## src/rtl/iiitb_sdg.sv

```systemverilog
// Serial pattern generator: loads a parallel word and shifts it out MSB-first,
// repeating it a programmable number of times. Define SDG_PARITY_EN to append an even-parity bit.
module iiitb_sdg #(
  parameter int DATA_W     = 4,
  parameter int CNT_W      = 8,
  parameter int GAP_CYCLES = 0
) (
  input  logic              clk_i,
  input  logic              rst_ni,
  input  logic              load_valid_i,
  input  logic [DATA_W-1:0] load_data_i,
  input  logic [CNT_W-1:0]  repeat_cnt_i,
  output logic              load_ready_o,
  output logic              dout_o,
  output logic              dout_valid_o,
  output logic              frame_done_o,
  output logic              busy_o
);

`ifdef SDG_PARITY_EN
  localparam int FRAME_LEN = DATA_W + 1;
`else
  localparam int FRAME_LEN = DATA_W;
`endif
  localparam int              BCW      = $clog2(FRAME_LEN);
  localparam logic [BCW-1:0]  LAST_POS = BCW'(FRAME_LEN - 1);
  localparam int              GW       = (GAP_CYCLES > 1) ? $clog2(GAP_CYCLES) : 1;
  localparam logic [GW-1:0]   GAP_INIT = GW'((GAP_CYCLES > 0) ? GAP_CYCLES - 1 : 0);

  typedef enum logic [1:0] {
    IDLE,
    SHIFT,
    GAP
  } state_e;

  state_e             state_q, state_d;
  logic [DATA_W-1:0]  word_q, word_d;
  logic [BCW-1:0]     bit_q, bit_d;
  logic [CNT_W-1:0]   rem_q, rem_d;
  logic [GW-1:0]      gap_q, gap_d;
  logic               dout_q, dout_d;
  logic               valid_q, valid_d;
  logic               fdone_q, fdone_d;
  logic               busy_q, busy_d;

  logic [FRAME_LEN-1:0] frame_w;
  logic [BCW-1:0]       bit_nxt;

  // Position FRAME_LEN-1 is the pattern MSB; position 0 is the last bit sent.
`ifdef SDG_PARITY_EN
  assign frame_w = {word_q, ^word_q};
`else
  assign frame_w = word_q;
`endif

  assign bit_nxt = bit_q - 1'b1;

  always_ff @(posedge clk_i or negedge rst_ni) begin
    if (!rst_ni) begin
      state_q <= IDLE;
      word_q  <= '0;
      bit_q   <= '0;
      rem_q   <= '0;
      gap_q   <= '0;
      dout_q  <= 1'b0;
      valid_q <= 1'b0;
      fdone_q <= 1'b0;
      busy_q  <= 1'b0;
    end else begin
      state_q <= state_d;
      word_q  <= word_d;
      bit_q   <= bit_d;
      rem_q   <= rem_d;
      gap_q   <= gap_d;
      dout_q  <= dout_d;
      valid_q <= valid_d;
      fdone_q <= fdone_d;
      busy_q  <= busy_d;
    end
  end

  // Outputs are computed for the bit that will be on the line after the next edge.
  always_comb begin
    state_d = state_q;
    word_d  = word_q;
    bit_d   = bit_q;
    rem_d   = rem_q;
    gap_d   = gap_q;
    dout_d  = 1'b0;
    valid_d = 1'b0;
    fdone_d = 1'b0;

    case (state_q)
      IDLE: begin
        if (load_valid_i) begin
          word_d  = load_data_i;
          rem_d   = (repeat_cnt_i == '0) ? CNT_W'(1) : repeat_cnt_i;
          bit_d   = LAST_POS;
          state_d = SHIFT;
          valid_d = 1'b1;
          dout_d  = load_data_i[DATA_W-1];
        end
      end

      SHIFT: begin
        if (bit_q != '0) begin
          bit_d   = bit_nxt;
          valid_d = 1'b1;
          dout_d  = frame_w[bit_nxt];
          fdone_d = (bit_nxt == '0);
        end else begin
          rem_d = rem_q - 1'b1;
          if (rem_q > CNT_W'(1)) begin
            if (GAP_CYCLES > 0) begin
              state_d = GAP;
              gap_d   = GAP_INIT;
            end else begin
              bit_d   = LAST_POS;
              valid_d = 1'b1;
              dout_d  = frame_w[LAST_POS];
            end
          end else begin
            state_d = IDLE;
          end
        end
      end

      GAP: begin
        if (gap_q == '0) begin
          state_d = SHIFT;
          bit_d   = LAST_POS;
          valid_d = 1'b1;
          dout_d  = frame_w[LAST_POS];
        end else begin
          gap_d = gap_q - 1'b1;
        end
      end

      default: state_d = IDLE;
    endcase
  end

  assign busy_d = (state_d != IDLE);

  assign load_ready_o = (state_q == IDLE);
  assign dout_o       = dout_q;
  assign dout_valid_o = valid_q;
  assign frame_done_o = fdone_q;
  assign busy_o       = busy_q;

endmodule

```

## config.mk

```make
export PLATFORM = sky130hd
export DESIGN_NAME = iiitb_sdg
export DESIGN_NICKNAME = d
export VERILOG_FILES = /design/src/rtl/iiitb_sdg.sv
export SDC_FILE = /design/constraint.sdc
export NUM_CORES = 1
export LEC_CHECK = 0
export CORE_ASPECT_RATIO = 1.1
export CORE_MARGIN = 2
export CORE_UTILIZATION = 49
export CTS_CLUSTER_SIZE = 25
export DETAILED_ROUTE_END_ITERATION = 8
export PLACE_DENSITY = 0.77
export SLEW_MARGIN = 25
export SYNTH_ARGS = -nofsm -noshare
export SYNTH_HDL_FRONTEND = slang
export SYNTH_SLANG_ARGS = --single-unit
```

## constraint.sdc

```tcl
create_clock -name clk_i -period 2.61 [get_ports clk_i]
set_clock_uncertainty 0.2 [all_clocks]
set_input_delay 0.522 -clock clk_i [delete_from_list [all_inputs] [get_ports clk_i]]
set_output_delay 0.522 -clock clk_i [all_outputs]
set_load 0.03 [all_outputs]
```

==> flow_metrics.tcl, run 1 <==
set metrics [dict create \
    status "complete, no violations" \
    cts_sinks 20 \
    synth_enable_flop_cells 0 \
    syn_inst 111 \
    ir_drop_mv 0.6343 \
    timing.final.ws_setup_ns 0.2520 \
    gp_congestion 0.8727 \
    grt_pass1_wl_um 4036 \
    fp.dieH_um 53.75 \
    drt_iter0_markers 24 \
    synth_top_family_by_area "compound AO/OA/AOI/OAI gates" \
    synth_simple_gate_area_share 0.1975 \
    grt_max_degree 21 \
    overflow 0 \
    die-area_um2 2645 \
    fmax_ghz 0.4241 \
    htreeDepth 1 \
    rows 18 \
    multi_input_area_um2 556.8 \
    register_area_um2 500.5 \
    portBuffers 19 \
    dr.pass1.iters 4 \
    pre_cts_ws_ns 0.2881 \
    syn_area_per_cell_um2 9.931 \
    design.core.area_um2 2185 \
    synth_compound_area_frac 0.1998 \
    drc 0 \
    cts_buffers 3 \
    synth_cell_types 37 \
    antenna_found_initial 0 \
    arrival_ns 1.64 \
    reg2reg_from "bit_q[0]" \
    slew_viol_final 0 \
    clk_pin_slew_ns 0.11 \
    whs_ns 0.3176 \
    dieWidth_um 49.22 \
    post-cts-setup-buffers 0 \
    setup.worst_path.start "state_q[0]" \
    yosys-top-cells-area "dfrtp_1, ha_1, nor2_1" \
    yosysTopAreaCell "dfrtp_1" \
    post_dp_cell_area_um2 1315 \
    ys_warn_count 0 \
    hpwl_um 1729 \
    finalCritPeriodShare 0.9035 \
    ys_ff_latch 20 \
    rsz0062_at_grt "no" \
    path_class "register to primary output" \
    hp-start "frame_w[0]" \
    fin_nets 151 \
    clkLatencyLatePin_ns 0.30 \
    wl_per_cell_um 14.31 \
    synth_top_area_share 0.4540 \
    maxCapViolCount 0 \
    area_delta_synth_final_pct 24.06 \
    min_period_ns 2.358 \
    setup_viol 0 \
    power.density_nw_per_um2 955.1 \
    finalHoldViolCount 0 \
    synth-async-reset-ratio 1.000 \
    clock_path_buffers 2 \
    leakage_nw 0.5646 \
    layout-drive-gt1-share 0.1679 \
    start_util 0.5046 \
    ioPinCount 20 \
    synth.net_count 130 \
    min_path_type "register to register" \
    synth_xor_area_frac 0 \
    viasPerCell 5.646 \
    cts_root_buffer "clkbuf_4" \
    fin_setup_tns_ns 0 \
    synth-main-ff-cell "dfrtp_1" \
    cts_hold_buf 0 \
    final_cell_area_um2 1368 \
    synth_fa_ha_area_frac 0.04540 \
    fillers 192 \
    globalRouteTotalUtil 0.2022 \
    end_kind "primary output" \
    syn-cell-area_um2 1102 \
    grt_pass1_vias 891 \
    wirelength_um 2304 \
    critPathRequiredTime_ns 1.89 \
    cts_tree "built" \
    via_count 909 \
    synth_mux_area_frac 0.05902 \
    cts_resized 0 \
    startpoint_type "register" \
    ys_seq_area_frac 0.4540 \
    antenna_left 0 \
    diodes 0 \
    cp_max_fo 8 \
]
[logic make-up after synthesis]
kind of cell,Yosys count
AOI/OAI and AO/OA,31
adders and majority gates,4
buffers and inverters,9
DFF,20
other,1
and+or+nand+nor,40
muxes,6
[cell usage after synthesis, types with 2 or more instances]
cell / number
nor3_1: 4
dfrtp_1: 20
and2_1: 2
o21bai_1: 2
mux2_2: 4
o21ai_0: 7
mux2i_1: 2
buf_2: 3
o2bb2ai_1: 3
nor3b_1: 2
a31o_2: 2
nor4_1: 2
inv_1: 4
or2_2: 4
o211ai_1: 2
nor2_1: 13
ha_1: 4
a21oi_1: 8
nand2_1: 4
a2bb2oi_1: 2
[stage by stage]
stage | power [W] | instances | util
CTS | 0.001311 | 161 | 0.6260
finish | 0.001306 | 161 | 0.6260
detailed placement | 0.001059 | 157 | 0.6019
global placement | 0.001035 | 157 | 0.6019
global route | 0.001413 | 161 | 0.6260
floorplan | 0.0009022 | 111 | -
[cell type report]
type,count,share of cell area
Multi-Input combinational cell,82,0.4071
Sequential cell,20,0.3660
Timing Repair Buffer,21,0.1500
Tap cell,30,0.02745
Clock inverter,1,0.02196
Clock buffer,3,0.01647
Inverter,4,0.01098
[critical path, cell delays in order, from the launching register on]
cell and delay [ns]:
dfrtp_1 0.49, nor2_1 0.16, clkdlybuf4s50_1 0.69
[report_power, final]
group | internal, W | switching (W)
Combinational | 0.000244 | 0.000253
Sequential | 0.000430 | 0.000126
Clock | 0.000155 | 0.0000978
[layout by cell type, fill, tap and decap left out, types with 2 or more instances in the layout]
cell type        instances
a21oi_1                  8
a2bb2oi_1                2
a31o_2                   2
and2_1                   2
buf_4                    2
clkbuf_4                 3
clkdlybuf4s50_1         19
dfrtp_1                 20
ha_1                     4
inv_1                    4
mux2_2                   4
mux2i_1                  2
nand2_1                  4
nor2_1                  13
nor3_1                   4
nor3b_1                  2
nor4_1                   2
o211ai_1                 2
o21ai_0                  7
o21bai_1                 2
o2bb2ai_1                3
or2_2                    4
[path summary, 6_finish.rpt]
| kind | to | slack, ns | cells after the start |
|---|---|---|---|
| max | load_ready_o | 0.25 | 2 |
| min | frame_w[0] | 0.32 | 1 |
| max reg2reg | bit_q[0] | 0.52 | 6 |
| min reg2reg | frame_w[0] | 0.32 | 1 |
| max in group asynchronous | dout_o | 1.66 | 2 |
| min in group asynchronous | bit_q[1] | 0.34 | 2 |
[layer usage]
metal	share of wire	GRT usage	wire length [um]
met1	0.42	0.2407	965
met2	0.50	0.3514	1151
met3	0.063	0.04444	145
met4	0.018	0.1000	42
met5	0	0	0
[sequential cells by signal (all words and copies together) (netlist names)]
register,cells
rem_q,8
frame_w,4
bit_q,2
state_q,2
busy_o,1
dout_o,1
dout_valid_o,1
frame_done_o,1
Power figures use the tool's default switching activity.
==> run 2: changes to the inputs <==
--- a/config.mk
+++ b/config.mk
@@ -6,9 +6,9 @@
 export NUM_CORES = 1
 export LEC_CHECK = 0
 export CORE_ASPECT_RATIO = 1.1
-export CORE_MARGIN = 2
+export CORE_MARGIN = 5
 export CORE_UTILIZATION = 49
-export CTS_CLUSTER_SIZE = 25
+export CTS_CLUSTER_SIZE = 8
 export DETAILED_ROUTE_END_ITERATION = 8
 export PLACE_DENSITY = 0.77
 export SLEW_MARGIN = 25
==> constraint.sdc (replaced) <==
create_clock -name clk_i -period 2.61 [get_ports clk_i]
set_clock_uncertainty 0.2 [all_clocks]
set_input_delay 0.522 -clock clk_i [delete_from_list [all_inputs] [get_ports clk_i]]
set_output_delay 0.522 -clock clk_i [all_outputs]
set_load 0.01 [all_outputs]
==> run 2 against run 1 <==
Compared with the run above: count of clock-buffer cells in the layout unchanged; fmax increased by 6.4%; combinational power decreased by 5.4%; power decreased by 1.8%; die area increased by 25%; register-to-register slack improved by 0.11 ns; global-route usage decreased by 4.1 points; worst setup slack improved by 0.14 ns; routed wire length decreased by 0.78%; final area increased by 0.55%; critical endpoint unchanged.
==> flow_metrics.tcl, run 2 (synthesis results as in run 1) <==
set metrics [dict create \
    min_period_ns 2.215 \
    grt_pass1_vias 887 \
    cts_buffers 3 \
    largest_reg_flops 8 \
    layout-drive-gt1-share 0.1742 \
    cp_max_fo 8 \
    cts_root_buffer "clkbuf_4" \
    die-area_um2 3299 \
    ioPinCount 20 \
    clk_pin_slew_ns 0.12 \
    cts_hold_buf 0 \
    fillers 206 \
    hpwl_um 1747 \
    overflow 0 \
    clock_path_buffers 2 \
    gp_congestion 0.8402 \
    globalRouteTotalUtil 0.1613 \
    via_count 886 \
    post_dp_cell_area_um2 1323 \
    maxCapViolCount 0 \
    cts_resized 0 \
    cts_tree "built" \
    arrival_ns 1.49 \
    fp.dieH_um 59.75 \
    clkLatencyLatePin_ns 0.30 \
    setup_viol 0 \
    ir_drop_mv 0.5224 \
    min_path_type "register to register" \
    drc 0 \
    end_kind "primary output" \
    antenna_left 0 \
    grt_max_degree 21 \
    finalCritPeriodShare 0.8488 \
    fin_nets 152 \
    max_flop_register "rem_q" \
    start_util 0.4994 \
    fin_setup_tns_ns 0 \
    leakage_nw 0.5700 \
    dr.pass1.iters 4 \
    portBuffers 19 \
    total_power_w 0.001282 \
    critPathRequiredTime_ns 1.89 \
    design.core.area_um2 2207 \
    diodes 0 \
    power.density_nw_per_um2 932.5 \
    htreeDepth 1 \
    fmax_ghz 0.4514 \
    wirelength_um 2286 \
    final_cell_mix "dfrtp_1, clkdlybuf4s50_1, nor2_1" \
    startpoint_type "register" \
    slew_viol_final 0 \
    final_cell_area_um2 1375 \
    antenna_found_initial 0 \
    finalHoldViolCount 0 \
    dieWidth_um 55.22 \
    final_common_cell "dfrtp_1" \
    grt_pass1_wl_um 4119 \
    post-cts-setup-buffers 0 \
    path_class "register to primary output" \
    wl_per_cell_um 14.11 \
    area_delta_synth_final_pct 24.74 \
    drt_iter0_markers 17 \
    cts_sinks 20 \
    status "complete, no violations" \
    rows 18 \
    viasPerCell 5.469 \
    rsz0062_at_grt "no" \
]
run 2: metal layers:
layer | GRT usage | share of wire | vias up
met5 | 0 | 0 | -
li1 | - | - | 441
met4 | 0.1007 | 0.024 | 0
met2 | 0.2517 | 0.47 | 16
met3 | 0.03240 | 0.028 | 4
met1 | 0.2070 | 0.48 | 425
run 2: layout make-up:
| class | count | area [um2] | area share |
|---|---|---|---|
| clock buffer | 3 | 22.52 | 0.01638 |
| clock inverter | 1 | 30.03 | 0.02184 |
| inverter | 4 | 15.01 | 0.01092 |
| multi-input combinational | 82 | 556.8 | 0.4049 |
| sequential | 20 | 500.5 | 0.3640 |
| tap | 30 | 37.54 | 0.02730 |
| timing repair buffer | 22 | 212.7 | 0.1547 |
run 2: final timing paths:
kind / end / startpoint / slack, ns / depth (start not counted)
max in group asynchronous: frame_w[3] / rst_ni / 1.66 / 2
max reg2reg: bit_q[0] / rem_q[0] / 0.63 / 6
min reg2reg: frame_w[1] / frame_w[1] / 0.32 / 1
min in group asynchronous: bit_q[0] / rst_ni / 0.34 / 2
max: load_ready_o / state_q[0] / 0.39 / 2
min: frame_w[1] / frame_w[1] / 0.32 / 1
run 2: critical path: stages (launching register included):
cell and delay, ns:
dfrtp_1 0.48, nor2_1 0.16, clkdlybuf4s50_1 0.55
run 2: where the power goes:
group	internal, W	switching (W)	total (W)
Clock	0.000155	0.0000987	0.000254
Combinational	0.000250	0.000220	0.000470
Sequential	0.000430	0.000129	0.000559
Total	0.000835	0.000447	0.00128
run 2: stage by stage:
step / util / cells / worst slack (ns) / hold WS [ns]
6_report: 0.6230 / 162 / 0.3945 / 0.3224
2_1_floorplan: - / 111 / 0.7216 / 0.02641
3_3_place_gp: 0.5992 / 158 / 0.3679 / 0.2906
4_1_cts: 0.6230 / 162 / 0.3682 / 0.3290
5_1_grt: 0.6230 / 162 / 0.2712 / 0.3463
3_5_place_dp: 0.5992 / 158 / 0.2759 / 0.3007
==> run 3: changes to the inputs <==
--- a/config.mk
+++ b/config.mk
@@ -7,10 +7,10 @@
 export LEC_CHECK = 0
 export CORE_ASPECT_RATIO = 1.1
 export CORE_MARGIN = 5
-export CORE_UTILIZATION = 49
+export CORE_UTILIZATION = 46
 export CTS_CLUSTER_SIZE = 8
 export DETAILED_ROUTE_END_ITERATION = 8
-export PLACE_DENSITY = 0.77
+export PLACE_DENSITY = 0.76
 export SLEW_MARGIN = 25
 export SYNTH_ARGS = -nofsm -noshare
 export SYNTH_HDL_FRONTEND = slang
==> constraint.sdc (replaced) <==
create_clock -name clk_i -period 1.8 [get_ports clk_i]
set_clock_uncertainty 0.2 [all_clocks]
set_input_delay 0.36 -clock clk_i [delete_from_list [all_inputs] [get_ports clk_i]]
set_output_delay 0.36 -clock clk_i [all_outputs]
set_load 0.01 [all_outputs]
==> run 3 against run 2 <==
Compared with the run above: the flow now finishes with violations (setup timing); worst setup slack lost 0.44 ns; routed wire length up 19%; via count is 13% higher; core utilization grew 12 points; clock power up 48%; first-iteration DRC count grew 59%; sequential power grew 43%; count of clock-buffer cells in the layout is the same.
==> flow_metrics.tcl, run 3 (synthesis results as in run 1) <==
set metrics [dict create \
    globalRouteTotalUtil 0.1678 \
    wl_per_cell_um 14.92 \
    timing.final.ws_setup_ns -0.04427 \
    rows 18 \
    viasPerCell 5.500 \
    cts_buffers 3 \
    comb_power_share 0.488 \
    ir_drop_mv 0.9555 \
    power.density_nw_per_um2 1367 \
    clk_pin_slew_ns 0.12 \
    setup_viol 1 \
    clkLatencyLatePin_ns 0.31 \
    via_count 1001 \
    rsz0062_at_grt "yes" \
    path_class "register to register" \
    slew_viol_final 0 \
    diodes 0 \
    min_period_ns 1.844 \
    arrival_ns 1.86 \
    cts_root_buffer "clkbuf_4" \
    dieWidth_um 56.68 \
    critPathRequiredTime_ns 1.82 \
    fp.dieH_um 61.34 \
    area_delta_synth_final_pct 52.67 \
    p_sw_frac 0.3662 \
    switchingPower_w 0.0008426 \
    design.core.area_um2 2275 \
    cp_max_fo 4 \
    postLayoutCoreUtil 0.7398 \
    antenna_left 0 \
    start_util 0.4846 \
    hpwl_um 1827 \
    startpoint_type "register" \
    portBuffers 19 \
    gp_congestion 0.8766 \
    maxCapViolCount 0 \
    leakage_nw 0.7155 \
    p_int_w 0.001458 \
    finalCritPeriodShare 1.025 \
    finalHoldViolCount 0 \
    place_inst 176 \
    fmax_ghz 0.5422 \
    status "finished with violations" \
    htreeDepth 1 \
    cts_tree "built" \
    wirelength_um 2715 \
    layout-drive-gt1-share 0.3947 \
    fin_nets 172 \
    cts_sinks 20 \
    seqPwrFrac 0.348 \
    end_kind "register" \
    max_flop_register "rem_q" \
    antenna_found_initial 0 \
    finalNonFillerCells 182 \
    clock_path_buffers 2 \
    grt_max_degree 21 \
    grt_pass1_wl_um 4505 \
    drt_iter0_markers 27 \
    final_common_cell "buf_4" \
    dr.pass1.iters 4 \
    grt_pass1_vias 1042 \
    violations "setup timing" \
    pwr-share-clk 0.164 \
    total_power_w 0.002301 \
    drc 0 \
    final_cell_mix "buf_4, dfrtp_1, clkdlybuf4s50_1" \
    min_path_type "primary input to asynchronous set/reset pin" \
    overflow 0 \
    ioPinCount 20 \
    largest_reg_flops 8 \
    die-area_um2 3476 \
]
-- run 3: cell count changes in the layout (fill, tap and decap cells not counted), moves of 3 or more --
cell,change
clkdlybuf4s50_1,-4
buf_4,+18
dlymetal6s2s_1,+3
or2_4,+3
-- run 3: layout make-up --
class                      count  area (um2)
timing repair buffer          42       376.6
sequential                    20       500.5
clock buffer                   3       22.52
multi-input combinational     82       700.7
clock inverter                 1       30.03
tap                           30       37.54
fill                         151       591.8
inverter                       4       15.01
-- run 3: final timing paths --
path,start,end,slack [ns],cells after the start
hold / removal,rst_ni,rem_q[7],0.17,2
hold reg to reg,frame_w[1],frame_w[1],0.33,1
setup / recovery,rem_q[1],rem_q[7],-0.04,5
setup reg to reg,rem_q[1],rem_q[7],-0.04,5
max in group asynchronous,rst_ni,busy_o,1.01,2
min in group clk_i,repeat_cnt_i[5],rem_q[5],0.20,3
-- run 3: critical path, cell delays in order, from the launching register on --
cell	delay, ns
dfrtp_1	0.41
buf_6	0.12
or4_4	0.58
nor2_1	0.20
a31o_2	0.19
a21oi_2	0.05
-- run 3: per-layer routing --
metal,vias up,share of wire,global-route usage
met5,-,0,0
met4,0,0.023,0.07797
met3,7,0.046,0.04193
met2,25,0.47,0.2772
met1,485,0.46,0.2097
li1,484,-,-
-- run 3: power groups by stage --
stage | combinational (W) | clock (W) | sequential, W
after floorplan | 0.000503 | 0 | 0.000774
after global placement | 0.000881 | 0 | 0.000760
after detailed placement | 0.000901 | 0 | 0.000770
after CTS | 0.000966 | 0.000381 | 0.000786
after global routing | 0.00122 | 0.000395 | 0.000824
final | 0.00112 | 0.000377 | 0.000802
-- run 3: stage by stage --
stage                     worst slack, ns  cell area, um2  hold slack [ns]  setup TNS [ns]
final                            -0.04427            1683           0.1654        -0.04427
after global routing              -0.1137            1683           0.1945         -0.3792
after CTS                        -0.01927            1584           0.1731        -0.01927
after detailed placement          -0.3377            1466           0.3046         -0.5826
after global placement            -0.2879            1466           0.2897         -0.4047
after floorplan                   0.01746            1111          -0.1356               0
-- run 3: what timing repair did --
action | in CTS | in global routing
setup buffers | 1 | 1
pin swaps | 2 | 5
hold buffers | 0 | 0
endpoints found under the setup margin | 8 | 12
hold endpoints to repair | 0 | 0
resized for setup | 11 | 22
